===== config.mk =====
export PLATFORM = sky130hd
export DESIGN_NAME = tick_gen
export DESIGN_NICKNAME = d
export VERILOG_FILES = /design/src/rtl/tick_gen_pkg.sv /design/src/rtl/tick_chan.sv /design/src/rtl/tick_gen.sv
export SDC_FILE = /design/constraint.sdc
export NUM_CORES = 1
export LEC_CHECK = 0
export BUFFER_PORTS_ARGS = -buffer_cell sky130_fd_sc_hd__buf_2
export CAP_MARGIN = 25
export CELL_PAD_IN_SITES_DETAIL_PLACEMENT = 0
export CELL_PAD_IN_SITES_GLOBAL_PLACEMENT = 1
export CORE_MARGIN = 2
export CORE_UTILIZATION = 35
export DETAILED_ROUTE_END_ITERATION = 7
export GPL_TIMING_DRIVEN = 0
export PLACE_DENSITY = 0.64
export SYNTH_ARGS = -nofsm -noshare
export SYNTH_HDL_FRONTEND = slang
export SYNTH_SLANG_ARGS = --single-unit
export TNS_END_PERCENT = 100

===== constraint.sdc =====
create_clock -name clk -period 12.11 [get_ports clk]
set_input_delay 2.422 -clock clk [delete_from_list [all_inputs] [get_ports clk]]
set_output_delay 2.422 -clock clk [all_outputs]
set_load 0.01 [all_outputs]

===== src/rtl/tick_gen_pkg.sv =====
// Shared constants for the tick generator: default widths, reset divisor and
// named divisors for the game-logic rates derived from the 40 MHz pixel clock.
package tick_gen_pkg;

   localparam int CNT_W_DEF     = 24;
   localparam int RESET_DIV_DEF = 666667;

   // Rates from a 40 MHz clock. DIV_1HZ does not fit in 24 bits; use CNT_W >= 26 for it.
   localparam int DIV_60HZ = 666667;
   localparam int DIV_30HZ = 1333333;
   localparam int DIV_10HZ = 4000000;
   localparam int DIV_1HZ  = 40000000;

   function automatic int calc_ch_w(input int num_ch);
      return (num_ch > 1) ? $clog2(num_ch) : 1;
   endfunction

endpackage


===== src/rtl/tick_chan.sv =====
// One divider channel: free-running counter with an active and a pending divisor,
// producing a registered one-cycle tick and a square wave that toggles per tick.
module tick_chan
   import tick_gen_pkg::*;
#(
   parameter int CNT_W     = CNT_W_DEF,
   parameter int RESET_DIV = RESET_DIV_DEF
) (
   input  logic             clk,
   input  logic             rst_n,
   input  logic             en,
   input  logic             restart,
   input  logic             we,
   input  logic [CNT_W-1:0] wdiv,
   output logic             tick,
   output logic             sq
);

   localparam logic [CNT_W-1:0] RST_DIV = (RESET_DIV == 0) ? CNT_W'(1) : CNT_W'(RESET_DIV);

   logic [CNT_W-1:0] cnt;
   logic [CNT_W-1:0] div_act;
   logic [CNT_W-1:0] div_sh;
   logic [CNT_W-1:0] wdiv_n;
   logic             wrap;

   assign wdiv_n = (wdiv == '0) ? CNT_W'(1) : wdiv;
   // >= rather than ==: a divisor shrunk while frozen below the held count must still wrap.
   assign wrap   = (cnt >= div_act - CNT_W'(1));

   always_ff @(posedge clk or negedge rst_n) begin
      if (!rst_n) begin
         cnt     <= '0;
         div_act <= RST_DIV;
         div_sh  <= RST_DIV;
         tick    <= 1'b0;
         sq      <= 1'b0;
      end else if (restart) begin
         cnt     <= '0;
         tick    <= 1'b0;
         sq      <= 1'b0;
         div_act <= we ? wdiv_n : div_sh;
         if (we) div_sh <= wdiv_n;
      end else if (en) begin
         if (we) div_sh <= wdiv_n;
         if (wrap) begin
            cnt     <= '0;
            tick    <= 1'b1;
            sq      <= ~sq;
            div_act <= we ? wdiv_n : div_sh;
         end else begin
            cnt  <= cnt + CNT_W'(1);
            tick <= 1'b0;
         end
      end else begin
         tick <= 1'b0;
         if (we) begin
            div_sh  <= wdiv_n;
            div_act <= wdiv_n;
         end
      end
   end

endmodule


===== src/rtl/tick_gen.sv =====
// Multi-channel tick generator: decodes divisor writes to per-channel strobes
// and fans the restart strobe out to every channel.
module tick_gen
   import tick_gen_pkg::*;
#(
   parameter int NUM_CH    = 4,
   parameter int CNT_W     = CNT_W_DEF,
   parameter int RESET_DIV = RESET_DIV_DEF,
   parameter int CH_W      = calc_ch_w(NUM_CH)
) (
   input  logic              clk,
   input  logic              rst_n,
   input  logic [NUM_CH-1:0] ch_en,
   input  logic              restart,
   input  logic              cfg_we,
   input  logic [CH_W-1:0]   cfg_ch,
   input  logic [CNT_W-1:0]  cfg_div,
   output logic [NUM_CH-1:0] tick,
   output logic [NUM_CH-1:0] sq
);

   logic [NUM_CH-1:0] we_vec;

   // An out-of-range cfg_ch matches no channel, so the write is dropped.
   for (genvar i = 0; i < NUM_CH; i++) begin : g_ch
      assign we_vec[i] = cfg_we && (cfg_ch == CH_W'(i));

      tick_chan #(
         .CNT_W     (CNT_W),
         .RESET_DIV (RESET_DIV)
      ) u_chan (
         .clk     (clk),
         .rst_n   (rst_n),
         .en      (ch_en[i]),
         .restart (restart),
         .we      (we_vec[i]),
         .wdiv    (cfg_div),
         .tick    (tick[i]),
         .sq      (sq[i])
      );
   end

endmodule


==> impl_metrics.json, run 1 <==
{
  "globalRoute.totalOverflow": 0,
  "tightest_slew_ps": 1130,
  "max_stage_delay_ps": 850,
  "final_util_pct": 39.8,
  "hold_viol_final": 0,
  "crit_path_frequent_cell": "clkbuf_1",
  "cts_setup_buffers": 0,
  "synth.distinct_cells": 73,
  "cts_max_path_buffers": 3,
  "yosys.area_share.simple_pct": 25.0,
  "synthCells": 2043,
  "endpoint_kind": "flip-flop",
  "grt_setup_unrepaired": "no",
  "num_io_pins": 42,
  "drc_errors": 0,
  "synthAdderAreaFrac_pct": 7.22,
  "syn_nets": 2181,
  "synth_area_per_cell_um2": 8.83,
  "post_drt_wl_per_cell_um": 20.5,
  "relSlewSlack_pct": 24.5,
  "power_frac_comb_pct": 16.5,
  "cts_tree": "done",
  "p_per_area_nw_per_um2": 142,
  "yosys_warnings": 0,
  "place_ws_ps": 5350,
  "clk_latency_ps": 550,
  "path_clk_slew_ps": 60,
  "grt_util_all_layers_pct": 21.7,
  "numCtsBuffers": 37,
  "antenna_found_initial": 1,
  "cts_resized": 0,
  "worst_path_max_delay_cell": "clkbuf_1",
  "avgViaCountPerCell": 5.73,
  "die_w_um": 231,
  "intPower_mw": 2.04,
  "critPathMaxFanout": 10,
  "status": "finished, final reports clean",
  "layout.nets": 2241,
  "cellLeakagePower_nw": 8.64,
  "hp-class": "reg2reg",
  "place_congestion": 0.825,
  "cap_violations": 0,
  "dr.pass1.iters": 5,
  "seqPwrFrac_pct": 43.4,
  "syn2layout_area_growth_pct": 12.7,
  "clkPwrFrac_pct": 40.1,
  "core_um2": 51100,
  "drive_above_1_share_pct": 9.07,
  "die_area_um2": 53400,
  "power_mw": 2.88,
  "dp_hpwl_um": 41000,
  "worstPathCellList": "clkbuf_1 -> clkbuf_1 -> clkbuf_1 -> buf_1 -> clkbuf_1 -> nor2_1",
  "postCtsHoldBufs": 0,
  "grt_max_degree": 98,
  "async_reset_ff_share_pct": 100,
  "skew_ps": 14.6,
  "clock-root-buffer": "clkbuf_16",
  "fin_crit_sh_pct": 51.2,
  "ys.flop_type": "dfrtp_1",
  "synth_seq_area_share_pct": 41.6,
  "synth_compound_area_share_pct": 17.7,
  "num_vias": 16100,
  "grt_pass1_vias": 15700,
  "worst_ep_arrival_time_ps": 6580,
  "synth_edf_count": 0,
  "setup-violations-final": 0,
  "io_buffers": 15,
  "drv_slew": 0,
  "cp_num_buf_inv": 5,
  "muxShareOfSynthArea_pct": 0.423,
  "clock_sinks": 296,
  "switching_power_mw": 0.839,
  "n_fill_cell": 5155,
  "max_freq_mhz": 161,
  "cp.required_ps": 12500,
  "crit_type": "in2reg",
  "ys_seq_elements": 296,
  "fin_setup_tns_ps": 0,
  "row_count": 83,
  "start_kind": "input pin",
  "grt_first_pass_wirelength_um": 91000,
  "wl_um": 57500,
  "initial_core_util_pct": 35.3,
  "synth_xor_area_share_pct": 4.18,
  "drt_iter0_drc": 1398,
  "swShare_pct": 29.2,
  "setup_slack_ps": 5910,
  "synth_top_family_by_area": "simple AND/OR/NAND/NOR gates",
  "period_minus_slack_ps": 6200,
  "ant_nets": 0,
  "ir_worst_vdd_mv": 0.0806,
  "path_delay_family": "buffers and inverters",
  "htreeDepth": 2,
  "synth_area_um2": 18000,
  "die_h_um": 231
}
==> power by group through the flow <==
stage	registers, mW	clock network [mW]	logic [mW]
3_5_place_dp	1.26	0	0.476
2_1_floorplan	1.23	0	0.341
3_3_place_gp	1.26	0	0.459
4_1_cts	1.25	1.18	0.479
5_1_grt	1.27	1.22	0.539
6_report	1.25	1.15	0.475
==> worst reg2reg max path: cells and delay by family, from the launching register on <==
family / cells / cell delay (ps)
and+or+nand+nor: 9 / 3130
buffers and inverters: 2 / 920
DFF: 1 / 420
adders and majority gates: 1 / 300
AOI/OAI and AO/OA: 1 / 290
xor gates and xnor gates: 1 / 120
==> metal layers <==
metal | vias up | GRT usage (%) | part of all wire [%]
met2 | 423 | 33.9 | 45
met3 | 60 | 3.20 | 5.6
met5 | - | 0 | 0
li1 | 7633 | - | -
met4 | 0 | 6.21 | 2.0
met1 | 7975 | 31.1 | 47
==> cell usage in the layout, fill, tap and decap left out, drive strengths merged, types with 39 or more instances in the layout <==
cell type,netlist,layout
ha,104,104
nor2,84,84
dfstp,72,72
nor4,51,51
a21oi,49,49
clkbuf,119,169
nand3,56,56
dfrtp,224,224
o22ai,69,69
nand4,52,52
nand2,447,447
or3,39,39
a2bb2oi,93,93
nor3,91,91
o21ai,56,56
buf,26,47
xnor2,60,60
==> area by class of cell <==
cell class,instances,area (um2),area share (%)
clock buffers,50,1050,5.19
flip-flops and latches,296,7500,36.9
diodes,1,2.50,0.0123
well taps,680,851,4.19
plain buffers,145,578,2.84
inverters,36,135,0.665
clock inverters,15,178,0.874
repair buffers,21,205,1.01
multi-input cells,1566,9820,48.3
==> state kept, by name, summed over array words and instances (netlist names) <==
signal	cells
g_ch.u_chan.sq	4
g_ch.u_chan.div_sh	96
g_ch.u_chan.div_act	96
g_ch.u_chan.tick	4
g_ch.u_chan.cnt	96
==> path summary, 6_finish.rpt <==
path / from / to / slack [ps] / cells after the start
max: restart / g_ch[0].u_chan.cnt[1]$_DFFE_PN0P_ / 5910 / 6
min: g_ch[0].u_chan.div_sh[19]$_DFF_PN1_ / g_ch[0].u_chan.div_sh[19]$_DFF_PN1_ / 450 / 2
max reg2reg: g_ch[1].u_chan.div_act[7]$_DFFE_PN0P_ / g_ch[1].u_chan.cnt[5]$_DFFE_PN0P_ / 6820 / 14
min reg2reg: g_ch[0].u_chan.div_sh[19]$_DFF_PN1_ / g_ch[0].u_chan.div_sh[19]$_DFF_PN1_ / 450 / 2
max in group asynchronous: rst_n / g_ch[1].u_chan.div_sh[0]$_DFF_PN1_ / 9090 / 3
min in group asynchronous: rst_n / g_ch[0].u_chan.cnt[16]$_DFFE_PN0P_ / 1780 / 1
==> per-stage QoR <==
stage / hold WS (ps) / cells / instance area (um2)
3_5_place_dp: 446 / 2743 / 19100
4_1_cts: 457 / 2808 / 20300
6_report: 455 / 2810 / 20300
5_1_grt: 469 / 2809 / 20300
3_3_place_gp: 445 / 2738 / 19000
2_1_floorplan: 436 / 2043 / 18000
==> Yosys cell counts, types with 16 or more instances <==
cell type  instances  area, um2
nand2_1          447       1680
dfrtp_1          224       5610
clkbuf_1         118        443
ha_1             104       1300
a2bb2oi_1         93        815
nor3_1            87        435
nor2_1            84        315
dfstp_2           72       1890
o22ai_1           69        432
xnor2_1           60        526
nand3_1           56        280
o21ai_0           54        270
nand4_1           52        325
nor4_1            50        313
a21oi_1           49        245
or3_1             38        238
inv_1             35        131
xor2_1            26        228
and3_1            25        156
o211ai_1          21        158
nor2b_1           20        125
a221o_1           18        180
buf_1             16       60.1
==> cell families after synthesis <==
| kind of cell | count (synthesis) |
|---|---|
| AO/OA/AOI/OAI | 430 |
| XOR/XNOR | 86 |
| adder cells (fa/ha/maj) | 104 |
| buffers and inverters | 181 |
| flip-flops | 296 |
| multiplexers | 7 |
| AND/OR/NAND/NOR | 939 |
(Power assumes the default switching activity.)
==> run 2: changes to the inputs <==
- ABC_AREA: not set -> 1
- PLACE_DENSITY: 0.64 -> 0.68
- clock period: 12.11 -> 5.3 ns (I/O delays scaled with it)
==> run 2 against run 1 <==
  * Cell count grew 18%
  * Clock power grew 120%
  * First-iteration DRC count shrank 21%
  * Non-clock buffer count shrank 29
  * Critical path type is now reg2reg
==> impl_metrics.json, run 2 <==
{
  "status": "finished, final reports clean",
  "layout_common_cells": "nand2_1 (764), inv_1 (237), dfrtp_1 (224), nor2_1 (198), o21ai_0 (189)",
  "die_area_um2": 56300,
  "clkPwrFrac_pct": 37.2,
  "layout.nets": 2728,
  "place_congestion": 0.849,
  "globalRoute.totalOverflow": 0,
  "final_cell_area_um2": 21400,
  "seqPwrFrac_pct": 41.5,
  "row_count": 85,
  "die_h_um": 237,
  "drive_above_1_share_pct": 12.1,
  "ir_worst_vdd_mv": 0.188,
  "postCtsHoldBufs": 0,
  "drc_errors": 0,
  "period_minus_slack_ps": 3480,
  "htreeDepth": 2,
  "netlist_top_cells_count": "nand2_1 (764), inv_1 (237), dfrtp_1 (224), nor2_1 (198), o21ai_0 (189)",
  "setup-violations-final": 0,
  "hold_viol_final": 0,
  "relSlewSlack_pct": 40.1,
  "synth_edf_count": 0,
  "intPower_mw": 4.66,
  "synth_area_um2": 19100,
  "cp.required_ps": 5740,
  "final_util_pct": 39.7,
  "tightest_slew_ps": 898,
  "p_per_area_nw_per_um2": 319,
  "ys.flop_type": "dfrtp_1",
  "async_reset_ff_share_pct": 100,
  "synth.distinct_cells": 44,
  "io_buffers": 40,
  "grt_pass1_vias": 16500,
  "synth.most_common_cell": "nand2_1",
  "critPathMaxFanout": 10,
  "ant_nets": 0,
  "yosys_warnings": 0,
  "clk_latency_ps": 550,
  "grt_setup_unrepaired": "no",
  "wl_um": 53200,
  "cts_setup_buffers": 0,
  "cts_tree": "done",
  "post_drt_wl_per_cell_um": 16.1,
  "cellLeakagePower_nw": 9.99,
  "synth_seq_area_share_pct": 39.3,
  "dp_hpwl_um": 39600,
  "avgViaCountPerCell": 4.98,
  "ys_seq_elements": 296,
  "cap_violations": 0,
  "die_w_um": 237,
  "reg.largest.list": "g_ch.u_chan.cnt x96, g_ch.u_chan.div_act x96, g_ch.u_chan.div_sh x96",
  "clock-root-buffer": "clkbuf_16",
  "crit_type": "reg2reg",
  "syn_nets": 2647,
  "cts_max_path_buffers": 3,
  "clock_sinks": 296,
  "drt_iter0_drc": 1103,
  "synth_area_leaders": "dfrtp_1 (29%), nand2_1 (15%), dfstp_2 (9.9%), ha_1 (6.8%), o21ai_0 (5.0%)",
  "dr.pass1.iters": 5,
  "synth_area_per_cell_um2": 7.59,
  "drv_slew": 0,
  "power_frac_comb_pct": 21.3,
  "hp-class": "reg2reg",
  "multi_input_area_um2": 10100,
  "grt_util_all_layers_pct": 19.4,
  "start_kind": "flip-flop",
  "placed_area_um2": 20200,
  "synthDominantCellAreaShare_pct": 29.4,
  "core_um2": 53800,
  "swShare_pct": 31.7,
  "regArea_um2": 7500,
  "antenna_found_initial": 0,
  "grt_max_degree": 113,
  "diodes": 0,
  "skew_ps": 15.3,
  "switching_power_mw": 2.16,
  "syn2layout_area_growth_pct": 12.2,
  "layout.cells.most_common": "nand2_1",
  "initial_core_util_pct": 35.4,
  "yosys.area.top_type": "dfrtp_1",
  "path_clk_slew_ps": 60,
  "n_fill_cell": 5606,
  "cts_resized": 0,
  "endpoint_kind": "flip-flop",
  "num_vias": 16500,
  "synthCells": 2509,
  "grt_first_pass_wirelength_um": 87500,
  "num_io_pins": 42,
  "numCtsBuffers": 37,
  "worst_ep_arrival_time_ps": 3910,
  "max_freq_mhz": 287,
  "fin_crit_sh_pct": 65.6
}
run 2: cell count changes after synthesis, moves of 88 or more:
cell / change
a2bb2oi_1: -93
inv_1: +202
nand2_1: +317
o21ai_0: +135
clkbuf_1: -92
nor2_1: +114
nand3_1: +88
run 2: layout make-up:
| class | count | share of cell area, % |
|---|---|---|
| Clock buffer | 54 | 4.91 |
| Multi-Input combinational cell | 1879 | 47.3 |
| Inverter | 239 | 4.20 |
| Sequential cell | 296 | 35.1 |
| Timing Repair Buffer | 42 | 1.24 |
| Clock inverter | 11 | 0.609 |
| Tap cell | 696 | 4.07 |
| Buffer | 95 | 2.63 |
run 2: cell families after synthesis:
logic type	Yosys count	share of synthesized area, %
compound gates	340	9.87
flops	296	39.3
fa+ha+maj	104	6.83
simple gates	1288	29.5
xor+xnor	147	6.76
buf+inv	334	7.66
run 2: worst paths after layout:
path                                                           to  slack, ps  depth (start not counted)                             startpoint
max in group asynchronous      g_ch[0].u_chan.cnt[20]$_DFFE_PN0P_       3230                          3                                  rst_n
max                        g_ch[2].u_chan.div_act[18]$_DFFE_PN0P_       1820                         17  g_ch[2].u_chan.div_act[0]$_DFFE_PN1P_
max reg2reg                g_ch[2].u_chan.div_act[18]$_DFFE_PN0P_       1820                         17  g_ch[2].u_chan.div_act[0]$_DFFE_PN1P_
min reg2reg                 g_ch[1].u_chan.div_act[0]$_DFFE_PN1P_        460                          2  g_ch[1].u_chan.div_act[0]$_DFFE_PN1P_
min in group asynchronous       g_ch[3].u_chan.cnt[3]$_DFFE_PN0P_        590                          1                                  rst_n
min                         g_ch[1].u_chan.div_act[0]$_DFFE_PN1P_        460                          2  g_ch[1].u_chan.div_act[0]$_DFFE_PN1P_
run 2: worst max-delay path: stages, from the launching register on:
cell      delay (ps)
dfstp_2          380
inv_1             90
ha_1             190
nand2_1          140
nor3_1           540
nand4_1          260
xnor2_1          200
inv_1             70
ha_1             290
nand2_1           70
nor2_1            40
nor2_1            90
nand2_1          100
a21oi_2          150
nand3_2          240
buf_2            320
nand3b_1         120
nand2_1           70
run 2: stage by stage:
stage / power, mW / instances / worst slack, ps / hold WS, ps / TNS [ps]
5_1_grt: 7.29 / 3312 / 1420 / 485 / 0
2_1_floorplan: 3.90 / 2509 / 2510 / 443 / 0
3_5_place_dp: 4.34 / 3247 / 1870 / 458 / 0
6_report: 6.82 / 3312 / 1820 / 464 / 0
3_3_place_gp: 4.29 / 3245 / -2770 / 458 / -664980
4_1_cts: 6.93 / 3312 / 1860 / 467 / 0
run 2: power groups by stage:
stage | registers (mW) | clock network, mW | logic (mW)
floorplan | 2.81 | 0 | 1.09
global placement | 2.87 | 0 | 1.42
detailed placement | 2.87 | 0 | 1.47
CTS | 2.84 | 2.62 | 1.48
global route | 2.87 | 2.70 | 1.72
finish | 2.83 | 2.54 | 1.46
run 2: per-layer routing:
metal	global-route usage (%)	vias up	wire [um]
met3	3.25	66	2860
li1	-	8294	-
met1	28.0	7817	26600
met2	30.2	309	22600
met4	4.88	0	1080
met5	0	-	0
